--- src/rtl/mem_arbiter_pkg.sv ---
// Shared definitions for the memory-port arbiter.
//   state_t     FSM state encodings
//   req_id_t    requester identifiers (instruction fetch / load-store)
//   W_*         mem_width codes (2'b11 behaves as a word)
//   beat_count  number of byte beats for a width code
package mem_arbiter_pkg;

  typedef enum logic [1:0] {
    ST_IDLE = 2'd0,
    ST_RD   = 2'd1,
    ST_WR   = 2'd2,
    ST_DONE = 2'd3
  } state_t;

  typedef enum logic {
    REQ_IF  = 1'b0,
    REQ_MEM = 1'b1
  } req_id_t;

  localparam logic [1:0] W_BYTE = 2'b00;
  localparam logic [1:0] W_HALF = 2'b01;
  localparam logic [1:0] W_WORD = 2'b10;

  localparam int CNT_W = 3;

  function automatic logic [CNT_W-1:0] beat_count(input logic [1:0] width);
    case (width)
      W_BYTE:  return 3'd1;
      W_HALF:  return 3'd2;
      default: return 3'd4;
    endcase
  endfunction

endpackage

--- src/rtl/mem_arbiter_word_pack.sv ---
// Combinational byte-lane helper for the memory arbiter.
// Ports:
//   width      latched access width code
//   lane       byte lane of the current beat
//   wdata      latched store word
//   rbuf       partially assembled load word
//   din        byte returned by memory
//   beats      number of beats for width (1/2/4)
//   store_byte byte of wdata on the selected lane
//   load_word  rbuf with din inserted on the selected lane
module mem_arbiter_word_pack
  import mem_arbiter_pkg::*;
(
  input  logic [1:0]       width,
  input  logic [1:0]       lane,
  input  logic [31:0]      wdata,
  input  logic [31:0]      rbuf,
  input  logic [7:0]       din,
  output logic [CNT_W-1:0] beats,
  output logic [7:0]       store_byte,
  output logic [31:0]      load_word
);

  always_comb begin
    beats      = beat_count(width);
    store_byte = wdata[7:0];
    load_word  = rbuf;
    case (lane)
      2'd0: begin
        store_byte      = wdata[7:0];
        load_word[7:0]  = din;
      end
      2'd1: begin
        store_byte      = wdata[15:8];
        load_word[15:8] = din;
      end
      2'd2: begin
        store_byte       = wdata[23:16];
        load_word[23:16] = din;
      end
      default: begin
        store_byte       = wdata[31:24];
        load_word[31:24] = din;
      end
    endcase
  end

endmodule

--- src/rtl/mem_arbiter.sv ---
// Arbiter sharing one byte-wide synchronous RAM port between instruction
// fetch (IF) and load/store (MEM). Splits stores into byte beats and
// assembles loads little-endian, zero-extended to 32 bits.
//
// Build option: define ARB_RR_EN for round-robin arbitration between the
// two requesters; otherwise MEM has fixed priority over IF.
//
// Ports:
//   clk, rst                 clock; asynchronous active-low reset
//   if_req/if_addr           fetch request (always a word)
//   if_ack/if_rdata          one-cycle completion pulse and fetched word
//   mem_req/we/width/addr/wdata  load/store request and attributes
//   mem_ack/mem_rdata        one-cycle completion pulse and load data
//   bus_addr/we/dout/din     byte RAM port (read data one cycle after address)
//   busy                     FSM not idle
//
// state   | meaning
// --------+-----------------------------------------------------------
// ST_IDLE | waiting for a request; grant and latch happen at this edge
// ST_WR   | one store byte per cycle, cnt = byte index
// ST_RD   | address byte cnt, capture byte cnt-1 (one extra cycle)
// ST_DONE | ack to the granted requester, requests ignored
module mem_arbiter
  import mem_arbiter_pkg::*;
#(
  parameter int ADDR_W = 17
) (
  input  logic              clk,
  input  logic              rst,
  input  logic              if_req,
  input  logic [31:0]       if_addr,
  output logic              if_ack,
  output logic [31:0]       if_rdata,
  input  logic              mem_req,
  input  logic              mem_we,
  input  logic [1:0]        mem_width,
  input  logic [31:0]       mem_addr,
  input  logic [31:0]       mem_wdata,
  output logic              mem_ack,
  output logic [31:0]       mem_rdata,
  output logic [ADDR_W-1:0] bus_addr,
  output logic              bus_we,
  output logic [7:0]        bus_dout,
  input  logic [7:0]        bus_din,
  output logic              busy
);

  state_t            state, state_nxt;
  req_id_t           id;
  logic [ADDR_W-1:0] addr;
  logic [1:0]        width;
  logic [31:0]       wdata;
  logic [31:0]       rbuf;
  logic [CNT_W-1:0]  cnt;
  logic [CNT_W-1:0]  beats;
  logic [1:0]        lane;
  logic [7:0]        store_byte;
  logic [31:0]       load_word;
  logic              prefer_mem;
  logic              grant_mem;
  logic              grant_if;

  // Only the low ADDR_W address bits reach the RAM.
  logic unused_addr_hi;
  assign unused_addr_hi = ^{if_addr[31:ADDR_W], mem_addr[31:ADDR_W]};

`ifdef ARB_RR_EN
  req_id_t last_grant;

  always_ff @(posedge clk or negedge rst) begin
    if (!rst) begin
      last_grant <= REQ_IF;
    end else if (grant_mem || grant_if) begin
      last_grant <= grant_mem ? REQ_MEM : REQ_IF;
    end
  end

  assign prefer_mem = (last_grant == REQ_IF);
`else
  assign prefer_mem = 1'b1;
`endif

  assign grant_mem = (state == ST_IDLE) && mem_req && (prefer_mem || !if_req);
  assign grant_if  = (state == ST_IDLE) && if_req && !grant_mem;

  // Read data for the byte addressed at cnt-1 arrives while cnt is shown.
  assign lane = (state == ST_RD) ? (cnt[1:0] - 2'd1) : cnt[1:0];

  mem_arbiter_word_pack u_pack (
    .width      (width),
    .lane       (lane),
    .wdata      (wdata),
    .rbuf       (rbuf),
    .din        (bus_din),
    .beats      (beats),
    .store_byte (store_byte),
    .load_word  (load_word)
  );

  always_ff @(posedge clk or negedge rst) begin
    if (!rst) begin
      state     <= ST_IDLE;
      id        <= REQ_IF;
      addr      <= '0;
      width     <= W_WORD;
      wdata     <= '0;
      rbuf      <= '0;
      cnt       <= '0;
      if_rdata  <= '0;
      mem_rdata <= '0;
    end else begin
      state <= state_nxt;
      case (state)
        ST_IDLE: begin
          if (grant_mem || grant_if) begin
            id    <= grant_mem ? REQ_MEM : REQ_IF;
            addr  <= grant_mem ? mem_addr[ADDR_W-1:0] : if_addr[ADDR_W-1:0];
            width <= grant_mem ? mem_width : W_WORD;
            wdata <= mem_wdata;
            rbuf  <= '0;
            cnt   <= '0;
          end
        end
        ST_WR: cnt <= cnt + 3'd1;
        ST_RD: begin
          cnt <= cnt + 3'd1;
          if (cnt != '0) rbuf <= load_word;
          if (cnt == beats) begin
            if (id == REQ_MEM) mem_rdata <= load_word;
            else               if_rdata  <= load_word;
          end
        end
        default: ;
      endcase
    end
  end

  always_comb begin
    state_nxt = state;
    busy      = (state != ST_IDLE);
    bus_we    = 1'b0;
    bus_addr  = '0;
    bus_dout  = '0;
    if_ack    = 1'b0;
    mem_ack   = 1'b0;
    case (state)
      ST_IDLE: begin
        if (grant_mem)     state_nxt = mem_we ? ST_WR : ST_RD;
        else if (grant_if) state_nxt = ST_RD;
      end
      ST_WR: begin
        bus_we   = 1'b1;
        bus_addr = addr + ADDR_W'(cnt);
        bus_dout = store_byte;
        if (cnt == beats - 3'd1) state_nxt = ST_DONE;
      end
      ST_RD: begin
        if (cnt != beats) bus_addr = addr + ADDR_W'(cnt);
        else              state_nxt = ST_DONE;
      end
      ST_DONE: begin
        if_ack    = (id == REQ_IF);
        mem_ack   = (id == REQ_MEM);
        state_nxt = ST_IDLE;
      end
      default: state_nxt = ST_IDLE;
    endcase
  end

endmodule

--- config.mk ---
export PLATFORM = sky130hd
export DESIGN_NAME = mem_arbiter
export DESIGN_NICKNAME = d
export VERILOG_FILES = /design/src/rtl/mem_arbiter_pkg.sv /design/src/rtl/mem_arbiter_word_pack.sv /design/src/rtl/mem_arbiter.sv
export SDC_FILE = /design/constraint.sdc
export NUM_CORES = 1
export LEC_CHECK = 0
export BUFFER_PORTS_ARGS = -buffer_cell sky130_fd_sc_hd__buf_2
export CAP_MARGIN = 20
export CORE_UTILIZATION = 33
export CTS_CLUSTER_SIZE = 16
export DETAILED_ROUTE_END_ITERATION = 12
export PLACE_DENSITY = 0.61
export SLEW_MARGIN = 5
export SYNTH_ARGS = -nofsm -noshare
export SYNTH_HDL_FRONTEND = slang
export SYNTH_SLANG_ARGS = --single-unit
--- constraint.sdc ---
create_clock -name clk -period 3.9 [get_ports clk]
set_input_delay 1.17 -clock clk [delete_from_list [all_inputs] [get_ports clk]]
set_output_delay 1.17 -clock clk [all_outputs]
set_load 0.1 [all_outputs]
==> qor.yml <==
worst_path_largest_cell_delay_ns: 0.56
final_cell_mix: "150 x dfrtp_1, 147 x buf_2, 65 x a22o_1, 64 x nand2_1"
synth_top_area_share_pct: 51.2
track_usage_pct: 16.1
mostFrequentLayoutCell: "dfrtp_1"
cts_sinks: 153
routabilityCongestion: 0.773
synth_edf_count: 0
r2r-end: "if_rdata[24]"
fin_ws_ns: 0.173
antenna_cells: 0
wl_met1_um: 8460
ctsRootBufferMaster: "clkbuf_16"
crit_path_top_delay_cell: "mux4_2"
worstReg2RegStart: "state[1]"
cts_hold_buf: 0
fin_crit_ns: 3.73
grt_overflow_total: 0
cts_tree: "yes"
ys_seq_area_share_pct: 51.6
area_delta_synth_final_pct: 29.6
dpl_worst_slack_ns: 0.316
vias: 5520
rsz0062_at_grt: "no"
cp_max_fo: 8
drc: 26
core_area_mm2: 0.0220
post-route-util_pct: 43.8
r2r_cells: 8
synth.distinct_cells: 47
via_per_inst: 4.89
clk_latency_ns: 0.42
ant_nets: 0
initial_utilization_pct: 33.8
hold_violations: 0
crit_required_ns: 2.73
drtIter0Drc: 246
dieHeight_um: 152
fillers: 2080
holdPathStages: 2
wl_met3_um: 1010
finalCritPeriodShare_pct: 95.6
max_freq_mhz: 268
syn_nets: 799
report.final.setup_viol: 0
drt_wl_total_um: 17700
cap_violations: 0
routed.top_layer: "met4"
timing_max_transition_violations_final: 0
synthesis.area_mm2: 0.00742
async_flop_share_pct: 100
worst_pin_slew_ns: 0.880
cp.arrival_ns: 2.56
hold_path_class: "flop to flop"
cts_buffer_depth: 2
port_buffers: 173
final_layout_size_suffix_gt1_share_pct: 33.6
violations: "design-rule violations"
syn_inst: 677
layout.cells.non_filler: 1128
syn-mean-instance-area_um2: 11.0
dieArea_mm2: 0.0231
top_level_ports: 204
hpwl_um: 12200
grt_pass1_wl_um: 29600
relSlewSlack_pct: 41.1
critPathLaunchType: "flop"
ys_warn_count: 0
dr.pass1.iters: 9
path_cells: "inv_1 > ha_1 > nand2_1 > o21ai_4 > mux4_2 > and2_1 > buf_12"
worstSetupPathType: "flop to primary output"
grt_max_degree: 80
htreeDepth: 4
grt_pass1_vias: 5424
clk_pin_slew_ns: 0.06
numCtsBuffers: 17
yosys.area.top_type: "dfrtp_1"
avgRoutedWirePerCell_um: 15.7
dp_cells: 1092
crit_family: "multiplexers"
cp-end-kind: "primary output"
holdPathEnd: "if_rdata[12]"
synth_seq_cells: 153
setup_tns_ns: 0
row_count: 54
outcome: "complete, but fails checks"
yosys_most_used_dff: "dfrtp_1"
min-delay-start: "if_rdata[12]"
die_w_um: 152
synth.area.top_cells: "dfrtp_1 51%, a22o_1 7.7%, mux2_2 4.9%"
wl_met2_um: 8040
grt_antenna_before_repair: 0
reg2reg_slack_ns: 1.16
nets: 957
skew_ns: 0.00960
crit_buf_inv: 2
## cell type report
type                    count  area (um2)  area share (%)
inverters                  10        37.5           0.390
well taps                 280         350            3.64
clock inverters            13         156            1.63
clock buffers              19         453            4.71
repair buffers            191        1420            14.8
flip-flops and latches    153        3830            39.8
multi-input cells         462        3370            35.0
## worst max-delay path by stage
stage	start	end	slack [ns]	cells after the start
floorplan	state[0]	bus_addr[10]	-0.46	6
global placement	cnt[1]	bus_dout[7]	0.39	7
detailed placement	cnt[1]	bus_dout[7]	0.32	7
CTS	cnt[0]	bus_dout[7]	0.003	7
global route	cnt[0]	bus_dout[0]	0.01	7
finish	cnt[0]	bus_dout[7]	0.17	7
## cell usage after synthesis, types with 2 or more instances
library cell	n
a21oi_1	54
a22o_1	65
a32o_1	2
and2_1	11
and3b_1	18
and4_1	2
buf_2	13
buf_4	7
buf_6	2
clkbuf_1	28
dfrtp_1	152
ha_1	10
inv_1	10
mux2_2	32
mux2i_1	34
mux4_2	8
nand2_1	64
nand3_1	4
nand3b_1	2
nand4_1	3
nor2_1	54
nor2_4	4
nor2b_1	2
nor3b_1	2
o21ai_0	53
o21ai_1	2
o21ai_2	3
or3_1	3
xnor2_1	7
xor2_1	9
## per-stage QoR
step           hold slack [ns]  cell area, um2
2_1_floorplan            0.456            7420
4_1_cts                  0.479            9550
5_1_grt                  0.493            9620
3_5_place_dp             0.465            8920
3_3_place_gp             0.457            8920
6_report                 0.471            9620
## worst reg2reg max path, cell delays in order (launching register included)
cell	delay [ns]
dfrtp_1	0.41
inv_1	0.11
ha_2	0.25
buf_12	0.23
xnor2_1	0.14
buf_4	0.24
or3_1	0.66
mux2i_1	0.41
o21ai_0	0.14
## state kept, by name, indices dropped and copies added, names as in the netlist
signal,count
addr,17
cnt,3
id,1
if_rdata,32
mem_rdata,32
rbuf,32
state,2
wdata,32
width,2
## kinds of logic (layout without fill, tap and decap cells)
| logic type | after synthesis | after routing | synth area share (%) |
|---|---|---|---|
| buffers and inverters | 62 | 233 | 3.93 |
| adder cells (fa/ha/maj) | 11 | 11 | 1.96 |
| flip-flops | 153 | 153 | 51.6 |
| multiplexers | 75 | 75 | 12.0 |
| AO/OA/AOI/OAI | 185 | 185 | 16.6 |
| AND/OR/NAND/NOR | 175 | 175 | 12.0 |
| XOR/XNOR | 16 | 16 | 1.89 |
## layer usage
| metal | track usage (%) | vias up |
|---|---|---|
| met2 | 25.1 | 158 |
| met3 | 4.11 | 15 |
| met4 | 4.81 | 0 |
| met5 | 0 | - |
| li1 | - | 2731 |
| met1 | 22.0 | 2616 |
## what timing repair did
item,in CTS,in global routing
endpoints found under the setup margin,11,25
gates resized for setup,4,8
setup buffers,0,4
Power is left out: the tool's default activity adds up to more than one toggle a clock period on the data nets, which glitch-free logic cannot reach.
